[src/rtl/toggle_pkg.sv]
// Shared constants and edge/mode decode for the toggle_bank channel array.
package toggle_pkg;

   localparam logic [1:0] TGL_RISE  = 2'b00;
   localparam logic [1:0] TGL_FALL  = 2'b01;
   localparam logic [1:0] TGL_BOTH  = 2'b10;
   localparam logic [1:0] TGL_LEVEL = 2'b11;

   localparam int unsigned N_MIN     = 1;
   localparam int unsigned N_MAX     = 32;
   localparam int unsigned CNT_W_MIN = 1;
   localparam int unsigned CNT_W_MAX = 16;

   // Decide whether the current trigger sample is a hit for the selected mode.
   function automatic logic hit_of(input logic [1:0] mode, input logic trig, input logic prev);
      logic h;
      case (mode)
         TGL_RISE:  h = trig & ~prev;
         TGL_FALL:  h = ~trig & prev;
         TGL_BOTH:  h = trig ^ prev;
         TGL_LEVEL: h = trig;
         default:   h = 1'b0;
      endcase
      return h;
   endfunction

endpackage

[src/rtl/toggle_bank_if.sv]
// Control/strobe inputs and per-channel outputs of toggle_bank, grouped as one bus.
interface toggle_bank_if #(
   parameter int N     = 4,
   parameter int CNT_W = 8
);
   logic                 en;
   logic [1:0]           mode;
   logic [N-1:0]         trig;
   logic [N-1:0]         clr;
   logic [N-1:0]         q;
   logic [N-1:0]         evt;
   logic [N*CNT_W-1:0]   cnt;

   modport master (output en, mode, trig, clr, input q, evt, cnt);
   modport slave  (input en, mode, trig, clr, output q, evt, cnt);
endinterface

[src/rtl/toggle_cell.sv]
// One toggle channel: trigger history, toggle state, event pulse and wrapping counter.
module toggle_cell
   import toggle_pkg::*;
#(
   parameter int CNT_W = 8
) (
   input  logic             clk,
   input  logic             rst_n,
   input  logic             en,
   input  logic [1:0]       mode,
   input  logic             trig,
   input  logic             clr,
   output logic             q,
   output logic             evt,
   output logic [CNT_W-1:0] cnt
);

   logic             prev_q, prev_d;
   logic             q_q, q_d;
   logic             evt_q, evt_d;
   logic [CNT_W-1:0] cnt_q, cnt_d;
   logic             tgl_s;

   // Next-state decode; clear overrides toggle but trigger history always advances.
   always_comb begin
      prev_d = trig;
      tgl_s  = hit_of(mode, trig, prev_q) & en & ~clr;
      q_d    = q_q;
      evt_d  = 1'b0;
      cnt_d  = cnt_q;
      if (clr) begin
         q_d   = 1'b0;
         evt_d = 1'b0;
         cnt_d = '0;
      end else if (tgl_s) begin
         q_d   = ~q_q;
         evt_d = 1'b1;
         cnt_d = cnt_q + CNT_W'(1);
      end else begin
         q_d   = q_q;
         evt_d = 1'b0;
         cnt_d = cnt_q;
      end
   end

   // State registers.
   always_ff @(posedge clk or negedge rst_n) begin
      if (!rst_n) begin
         prev_q <= 1'b0;
         q_q    <= 1'b0;
         evt_q  <= 1'b0;
         cnt_q  <= '0;
      end else begin
         prev_q <= prev_d;
         q_q    <= q_d;
         evt_q  <= evt_d;
         cnt_q  <= cnt_d;
      end
   end

   assign q   = q_q;
   assign evt = evt_q;
   assign cnt = cnt_q;

endmodule

[src/rtl/toggle_bank.sv]
// N independent toggle channels sharing enable and edge mode; counters packed channel-major.
module toggle_bank
   import toggle_pkg::*;
#(
   parameter int N     = 4,
   parameter int CNT_W = 8
) (
   input  logic          clk,
   input  logic          rst_n,
   toggle_bank_if.slave  bus
);

   logic [N-1:0]       q_s;
   logic [N-1:0]       evt_s;
   logic [N*CNT_W-1:0] cnt_s;

   for (genvar i = 0; i < N; i++) begin : g_cell
      toggle_cell #(.CNT_W(CNT_W)) u_cell (
         .clk   (clk),
         .rst_n (rst_n),
         .en    (bus.en),
         .mode  (bus.mode),
         .trig  (bus.trig[i]),
         .clr   (bus.clr[i]),
         .q     (q_s[i]),
         .evt   (evt_s[i]),
         .cnt   (cnt_s[i*CNT_W +: CNT_W])
      );
   end

   assign bus.q   = q_s;
   assign bus.evt = evt_s;
   assign bus.cnt = cnt_s;

endmodule

[src/flat_wrapper.sv]
// flat-port wrapper written by rule: the top's interface ports become plain ports
module toggle_bank_flat import toggle_pkg::*;
#(
   parameter int N     = 4,
   parameter int CNT_W = 8
)
  (clk, rst_n, bus_en, bus_mode, bus_trig, bus_clr, bus_q, bus_evt, bus_cnt);
  toggle_bank_if #(.N(N), .CNT_W(CNT_W)) bus_i ();
  input  logic clk;
  input  logic rst_n;
  input wire logic [$bits(bus_i.en)-1:0] bus_en;
  input wire logic [$bits(bus_i.mode)-1:0] bus_mode;
  input wire logic [$bits(bus_i.trig)-1:0] bus_trig;
  input wire logic [$bits(bus_i.clr)-1:0] bus_clr;
  output wire logic [$bits(bus_i.q)-1:0] bus_q;
  output wire logic [$bits(bus_i.evt)-1:0] bus_evt;
  output wire logic [$bits(bus_i.cnt)-1:0] bus_cnt;
  assign bus_i.en = bus_en;
  assign bus_i.mode = bus_mode;
  assign bus_i.trig = bus_trig;
  assign bus_i.clr = bus_clr;
  assign bus_q = bus_i.q;
  assign bus_evt = bus_i.evt;
  assign bus_cnt = bus_i.cnt;
  toggle_bank #(.N(N), .CNT_W(CNT_W)) u_core (.clk(clk), .rst_n(rst_n), .bus(bus_i));
endmodule
[config.mk]
export PLATFORM = sky130hd
export DESIGN_NAME = toggle_bank_flat
export DESIGN_NICKNAME = d
export VERILOG_FILES = /design/src/rtl/toggle_pkg.sv /design/src/rtl/toggle_bank_if.sv /design/src/rtl/toggle_cell.sv /design/src/rtl/toggle_bank.sv /design/src/flat_wrapper.sv
export SDC_FILE = /design/constraint.sdc
export NUM_CORES = 1
export LEC_CHECK = 0
export ABC_AREA = 1
export ABC_CLOCK_PERIOD_IN_PS = 2340
export BUFFER_PORTS_ARGS = -buffer_cell sky130_fd_sc_hd__buf_2
export CORE_AREA = 2 2 78 80
export DETAILED_ROUTE_END_ITERATION = 12
export DIE_AREA = 0 0 80 82
export PLACE_DENSITY = 0.83
export REMOVE_ABC_BUFFERS = 1
export SYNTH_ARGS = -nofsm -noshare
export SYNTH_HDL_FRONTEND = slang
export SYNTH_HIERARCHICAL = 1
export SYNTH_SLANG_ARGS = --single-unit
[constraint.sdc]
create_clock -name clk -period 2.34 [get_ports clk]
set_clock_uncertainty 0.05 [all_clocks]
set_input_delay 0.234 -clock clk [delete_from_list [all_inputs] [get_ports clk]]
set_output_delay 0.234 -clock clk [all_outputs]
set_load 0.1 [all_outputs]
==> impl_metrics.csv, run 1 <==
group,metric,value,unit
sta,slew_headroom,67.0,%
cts,tritoncts,"done",
sta,unrepaired_setup_endpoints_after_global_routing,"false",
synthesis,synth_seq_area_share,39.4,%
pwr,p_per_area,549,nW/um^2
sta,hold_violations,0,
synthesis,synthesis.area_per_instance,7.27,um^2
synthesis,synth_cell_types,15,
floorplanning,initial_core_util,48.6,%
layout,layout.cells.most_common,"nand2_1",
worst_setup_path,critical_path.endpoint_type,"output pin",
grt,antenna_found_initial,0,
layout,post_synthesis_to_final_layout_area_growth,13.6,%
layout,layout.cells.most_common_list,"nand2_1 (128), nand3_1 (56), buf_2 (52), dfrtp_1 (44), inv_1 (40)",
layout,postLayoutCoreUtil,55.2,%
route,drt_first_iter_violations,113,
sta,max_freq,648,MHz
route,detailroute.via_count,2494,
run_status,result_of_the_run,"completed",
floorplanning,die-area,6560,um^2
sta,drv_slew,0,
grt,grt_first_pass_wirelength,9.45,mm
worst_setup_path,cp_slowest_cell,"dfrtp_1",
floorplanning,pin_count,53,
worst_setup_path,setup.reg_to_reg.worst_slack,0.82,ns
sta,min_period_over_period,65.9,%
min_path,min-delay-path-class,"in -> reg",
cts,clk_latency,0.29,ns
worst_setup_path,maximum_fanout_along_the_worst_path,6,
synthesis,postSynthCellCount,384,
placed_design,preCtsSetupSlack,0.795,ns
synthesis,postSynthRegisterBits,44,
grt,grt_start_max_net_pins,22,
worst_setup_path,timing.setup.critical_path_class,"reg -> out",
floorplanning,rows,28,
route,route.detailed.drc,0,
cts,cts-buffers-inserted,5,
cts,clock-sinks,44,
layout,fin_nets,459,
layout,register_area,1100,um^2
floorplanning,chip_height,82,um
floorplanning,core-area,5750,um^2
layout,fin_cells,510,
route,drt-vias-per-instance,4.89,
layout,area_occupied_by_multi_input_gates,1420,um^2
route,detail_route.wl_per_cell,11.1,um
sta,period_needed,1.54,ns
synthesis,yosysWarningCount,6,
cts,cts_max_level,2,
sta,report.final.setup_viol,0,
cts,cts.clk_slew.worst_paths,0.08,ns
cts,post_cts_buffers,0,
pwr,worst_vdd_rail_ir_drop,0.000285,V
cts,ctsRootBufferMaster,"clkbuf_8",
worst_setup_path,critical_path.cell_chain,"buf_2",
route,detailedRoute.firstPassIterationCount,4,
pwr,total_power,1.74,mW
sta,timing.final.ws_setup,0.797,ns
route,drt.antenna.violating_nets,0,
worst_setup_path,required,2.06,ns
worst_setup_path,worst-path-buf-inv,1,
synthesis,synth_area,2790,um^2
sta,totalNegativeSetupSlack,0,ns
worst_setup_path,crit_family,"flip-flops",
sta,max_slew.worst_pin.slew,0.498,ns
worst_setup_path,slowest_delay,0.49,ns
layout,antenna_cells_inserted,0,
layout,layout.filler_cells,552,
placed_design,gp_routability_congestion,0.847,
job,maxCapViolations,0,
placed_design,place.detailed.instances,501,
layout,layout-drive-gt1-share,22.5,%
grt,globalRouteTotalUtil,18.0,%
placed_design,hpwlAfterDp,4.22,mm
placed_design,place.port_buffers,52,
worst_setup_path,timing.critical_path.from_type,"flip-flop",
pwr,leakagePower,1.78,nW
worst_setup_path,worst_ep_arrival_time,1.26,ns
route,totalWireLength,5.67,mm
grt,globalRouteOverflowTotal,0,
cts,cts_max_path_buffers,2,
grt,number_of_global_route_vias_before_repair,2196,
floorplanning,fp.dieW,80,um
synthesized netlist by cell type:
cell	instances	area, um^2
buf_2	4	20.0
inv_2	4	15.0
nand2_2	20	125
dfrtp_1	44	1100
nand2_1	128	480
nand3_1	56	280
ha_1	12	150
nor2_2	12	75.1
buf_6	8	90.1
xor2_1	4	35.0
inv_1	40	150
nor2_1	28	105
o21bai_1	8	60.1
nand4_1	12	75.1
nor3b_1	4	30.0
registers in the layout, summed over array words and instances, names as in the netlist:
| signal | flops |
|---|---|
| u_core/g_cell.u_cell/cnt | 32 |
| u_core/g_cell.u_cell/evt | 4 |
| u_core/g_cell.u_cell/prev_q | 4 |
| u_core/g_cell.u_cell/q | 4 |
worst paths after layout:
| kind | startpoint | endpoint | cells past startpoint |
|---|---|---|---|
| setup / recovery | u_core/g_cell[3].u_cell/cnt[2] | bus_cnt[26] | 1 |
| hold / removal | bus_trig[3] | u_core/g_cell[3].u_cell/prev_q | 1 |
| setup reg to reg | u_core/g_cell[2].u_cell/prev_q | u_core/g_cell[2].u_cell/cnt[7] | 8 |
| hold reg to reg | u_core/g_cell[1].u_cell/q | u_core/g_cell[1].u_cell/q | 2 |
| max in group asynchronous | rst_n | u_core/g_cell[3].u_cell/cnt[2] | 3 |
| min in group asynchronous | rst_n | u_core/g_cell[1].u_cell/cnt[7] | 2 |
final cells by class:
class	instances	share of cell area, %
Clock buffer	5	2.17
Clock inverter	3	1.34
Inverter	44	5.21
Multi-Input combinational cell	284	44.6
Sequential cell	44	34.7
Tap cell	75	2.96
Timing Repair Buffer	55	8.99
cell families (layout without fill, tap and decap cells):
logic type / count (synthesis) / in the layout / share of synthesized area (%)
and+or+nand+nor: 260 / 260 / 41.9
buffers and inverters: 56 / 107 / 9.86
DFF: 44 / 44 / 39.4
AOI/OAI and AO/OA: 8 / 8 / 2.15
adders and majority gates: 12 / 12 / 5.38
xor gates and xnor gates: 4 / 4 / 1.25
report_power, final:
part | total, mW | switching, mW | internal, mW
combinational | 0.357 | 0.294 | 0.0636
clock | 0.577 | 0.261 | 0.316
sequential | 0.807 | 0.0219 | 0.785
per-stage QoR:
step	cell area, um^2	hold WS (ns)
6_report	3170	0.0279
2_1_floorplan	2680	-0.112
3_5_place_dp	3050	0.175
4_1_cts	3170	0.0178
3_3_place_gp	3050	0.161
5_1_grt	3170	0.0196
metal layers:
metal	GRT usage, %	share of wire (%)
met4	5.93	0.90
met2	30.8	50
met1	23.7	46
met3	2.31	3.4
met5	0	0
repair_timing:
item,in CTS,in global routing
hold buffers,1,0
hold endpoints to repair,19,0
setup endpoints to repair,0,0
resized for setup,0,0
Power figures use the tool's default switching activity.
==> run 2: changes to the inputs <==
- ABC_AREA: 1 -> 0
- ABC_CLOCK_PERIOD_IN_PS: 2340 -> 1400
- CORE_AREA: 2 2 78 80 -> 2 2 73 75
- DIE_AREA: 0 0 80 82 -> 0 0 75 77
- PLACE_DENSITY: 0.83 -> 0.84
- clock period: 2.34 -> 1.4 ns (I/O delays scaled with it)
==> run 2 against run 1 <==
  * The flow now finishes with violations (setup timing)
  * Via count down 19%
  * Sequential share of layout area decreased by 1.0 points
  * Power grew 66%
  * Setup slack got worse by 1.3 ns
  * Sequential power up 66%
  * Core utilization grew 10 points
  * Clock power grew 43%
  * Synthesized cell count down 41%
  * Routed wire length down 7.9%
  * First-iteration DRC count decreased by 31%
==> impl_metrics.csv, run 2 <==
group,metric,value,unit
synthesis,dominantRegCellSynth,"dfrtp_1",
synthesis,yosysMostFrequentCell,"dfrtp_1",
layout,fin_nets,341,
synthesis,post-synth-top-area-fraction,47.7,%
worst_setup_path,timing.setup.critical_path_class,"reg -> reg",
floorplanning,die-area,5780,um^2
pwr,net_switching,0.925,mW
worst_setup_path,critical_path.endpoint_type,"flip-flop",
worst_setup_path,timing.critical_path.from,"u_core/g_cell[3].u_cell/prev_q",
min_path,min-delay-path-class,"in -> reg",
cts,cts_max_path_buffers,2,
synthesis,postSynthCellCount,228,
synthesis,yosys-top-cells-count,"dfrtp_1 (44), a21oi_1 (24), o21ai_0 (20), or3_1 (20), nor2_1 (16)",
floorplanning,rows,26,
floorplanning,pin_count,53,
grt,antenna_found_initial,0,
cts,cts_max_level,2,
synthesis,synth.top_cells.by_area,"dfrtp_1 (48%), ha_1 (6.5%), or3_1 (5.4%)",
pwr,worst_vdd_rail_ir_drop,0.000502,V
pwr,p_per_area,885,nW/um^2
pwr,power_frac_seq,46.4,%
synthesis,synth_edf_count,0,
synthesis,yosysWarningCount,6,
cts,clock-sinks,44,
cts,cts-buffers-inserted,5,
grt,globalRouteOverflowTotal,0,
sta,drv_slew,0,
route,drt-vias-per-instance,5.19,
sta,max_freq,525,MHz
sta,report.final.setup_viol,40,
min_path,worst_hold_startpoint,"bus_trig[3]",
grt,grt_start_max_net_pins,45,
synthesis,synth_async_sr_flop_share,100,%
cts,cts.clk_slew.worst_paths,0.08,ns
route,route.detailed.drc,0,
sta,unrepaired_setup_endpoints_after_global_routing,"true",
grt,grt_first_pass_wirelength,8.38,mm
layout,postLayoutCoreUtil,65.7,%
sta,hold_violations,0,
cts,clk_latency,0.29,ns
floorplanning,chip_height,77,um
placed_design,gp_routability_congestion,0.806,
layout,post_synthesis_to_final_layout_area_growth,41.7,%
placed_design,hpwlAfterDp,3.53,mm
layout,antenna_cells_inserted,0,
synthesis,postSynthRegisterBits,44,
route,detail_route.wl_per_cell,13.5,um
job,maxCapViolations,0,
worst_setup_path,timing.critical_path.from_type,"flip-flop",
worst_setup_path,reg2reg_from,"u_core/g_cell[3].u_cell/prev_q",
route,detailroute.via_count,2009,
synthesis,synth_area,2310,um^2
pwr,switching_share,32.0,%
pwr,leakagePower,1.57,nW
synthesis,synthesis.area_per_instance,10.1,um^2
run_status,result_of_the_run,"finished, violations left",
synthesis,netlist.top_cell.by_area,"dfrtp_1",
sta,whs,0.0391,ns
route,totalWireLength,5.22,mm
sta,max_slew.worst_pin.slew,0.489,ns
sta,slew_headroom,67.7,%
pwr,power.clock.fraction,28.5,%
layout,layout-drive-gt1-share,42.6,%
layout,layout.filler_cells,414,
worst_setup_path,required,1.57,ns
layout,number_of_flip_flops_in_the_largest_register,32,
sta,timing.final.ws_setup,-0.504,ns
layout,layout.cells.most_common,"dfrtp_1",
route,drt.antenna.violating_nets,0,
cts,tritoncts,"done",
pwr,p_comb_share,25.1,%
placed_design,preCtsSetupSlack,-0.503,ns
placed_design,place.port_buffers,52,
route,drt_first_iter_violations,78,
pwr,internal_power,1.97,mW
floorplanning,core-area,4980,um^2
cts,ctsRootBufferMaster,"clkbuf_8",
grt,number_of_global_route_vias_before_repair,1873,
floorplanning,initial_core_util,46.4,%
worst_setup_path,worst_ep_arrival_time,2.08,ns
worst_setup_path,maximum_fanout_along_the_worst_path,3,
sta,totalNegativeSetupSlack,-15.09,ns
route,detailedRoute.firstPassIterationCount,4,
synthesis,synth_seq_area_share,47.7,%
floorplanning,fp.dieW,75,um
layout,layout.cells.most_common_list,"dfrtp_1 (44), buf_2 (38), buf_4 (29), o21ai_0 (16), nor2_1 (15)",
sta,period_needed,1.90,ns
sta,min_period_over_period,136,%
synthesis,synth_cell_types,21,
run_status,violations_in_the_final_reports,"setup timing",
grt,globalRouteTotalUtil,18.6,%
==> run 2: cell types whose count changed after synthesis, moves of 8 or more <==
| cell | change |
|---|---|
| or3_1 | +20 |
| nor2_1 | -12 |
| a21oi_1 | +24 |
| inv_1 | -28 |
| buf_6 | -8 |
| nand2_2 | -20 |
| o21bai_1 | -8 |
| mux2i_1 | +8 |
| nor2_2 | -12 |
| o21ai_0 | +20 |
| nand3_1 | -44 |
| nand2_1 | -120 |
==> run 2: critical path, stage by stage, from the launching register on <==
cell	delay (ns)
dfrtp_1	0.38
ha_1	0.27
nor2b_1	0.14
o32a_4	0.34
or4_4	0.52
a21oi_2	0.13
==> run 2: final cells by class <==
cell class	instances	area, um^2	area share, %
well taps	70	87.6	2.68
multi-input cells	164	1280	39.2
inverters	12	45.0	1.38
clock buffers	8	90.1	2.76
flip-flops and latches	44	1100	33.7
repair buffers	89	664	20.3
==> run 2: metrics by stage <==
| step | power, mW | instances | cell area [um^2] |
|---|---|---|---|
| final | 2.89 | 387 | 3270 |
| after global routing | 3.03 | 387 | 3270 |
| after CTS | 2.89 | 386 | 3080 |
| after detailed placement | 2.02 | 374 | 2900 |
| after global placement | 2.00 | 374 | 2900 |
| after floorplan | 1.77 | 220 | 2270 |
==> run 2: worst paths after layout <==
| path | slack [ns] | end | cells past startpoint |
|---|---|---|---|
| max reg2reg | -0.50 | u_core/g_cell[3].u_cell/cnt[7] | 5 |
| min in group asynchronous | 0.30 | u_core/g_cell[1].u_cell/cnt[6] | 3 |
| max in group asynchronous | 0.80 | u_core/g_cell[0].u_cell/cnt[3] | 3 |
| max | -0.50 | u_core/g_cell[3].u_cell/cnt[7] | 5 |
| min reg2reg | 0.49 | u_core/g_cell[1].u_cell/q | 2 |
| min | 0.04 | u_core/g_cell[3].u_cell/prev_q | 2 |
==> run 2: power by group through the flow <==
stage	clock network, mW	logic (mW)	registers, mW
global route	0.904	0.774	1.35
global placement	0	0.638	1.36
floorplan	0	0.147	1.62
finish	0.824	0.726	1.34
CTS	0.858	0.690	1.34
detailed placement	0	0.655	1.37
==> run 2: timing repair <==
| item | CTS | global route |
|---|---|---|
| gates cloned | 0 | 1 |
| setup buffers | 3 | 1 |
| hold buffers | 1 | 0 |
| hold endpoints to repair | 44 | 0 |
| setup endpoints to repair | 45 | 48 |
| resized for setup | 17 | 45 |
| pin swaps | 23 | 22 |
==> run 2: layer usage <==
layer	global-route usage [%]	share of wire [%]	up-vias
met5	0	0	-
met4	6.43	1.3	0
met3	3.29	2.8	7
met2	32.4	55	37
met1	22.4	41	981
li1	-	-	984
==> run 2: logic make-up (layout without fill, tap and decap cells) <==
| group | Yosys count | after routing | synth area share (%) |
|---|---|---|---|
| compound gates | 52 | 52 | 14.8 |
| xor+xnor | 8 | 8 | 3.04 |
| fa+ha+maj | 12 | 12 | 6.51 |
| buf+inv | 20 | 109 | 3.47 |
| flops | 44 | 44 | 47.7 |
| mux | 8 | 8 | 3.47 |
| simple gates | 84 | 84 | 21.0 |
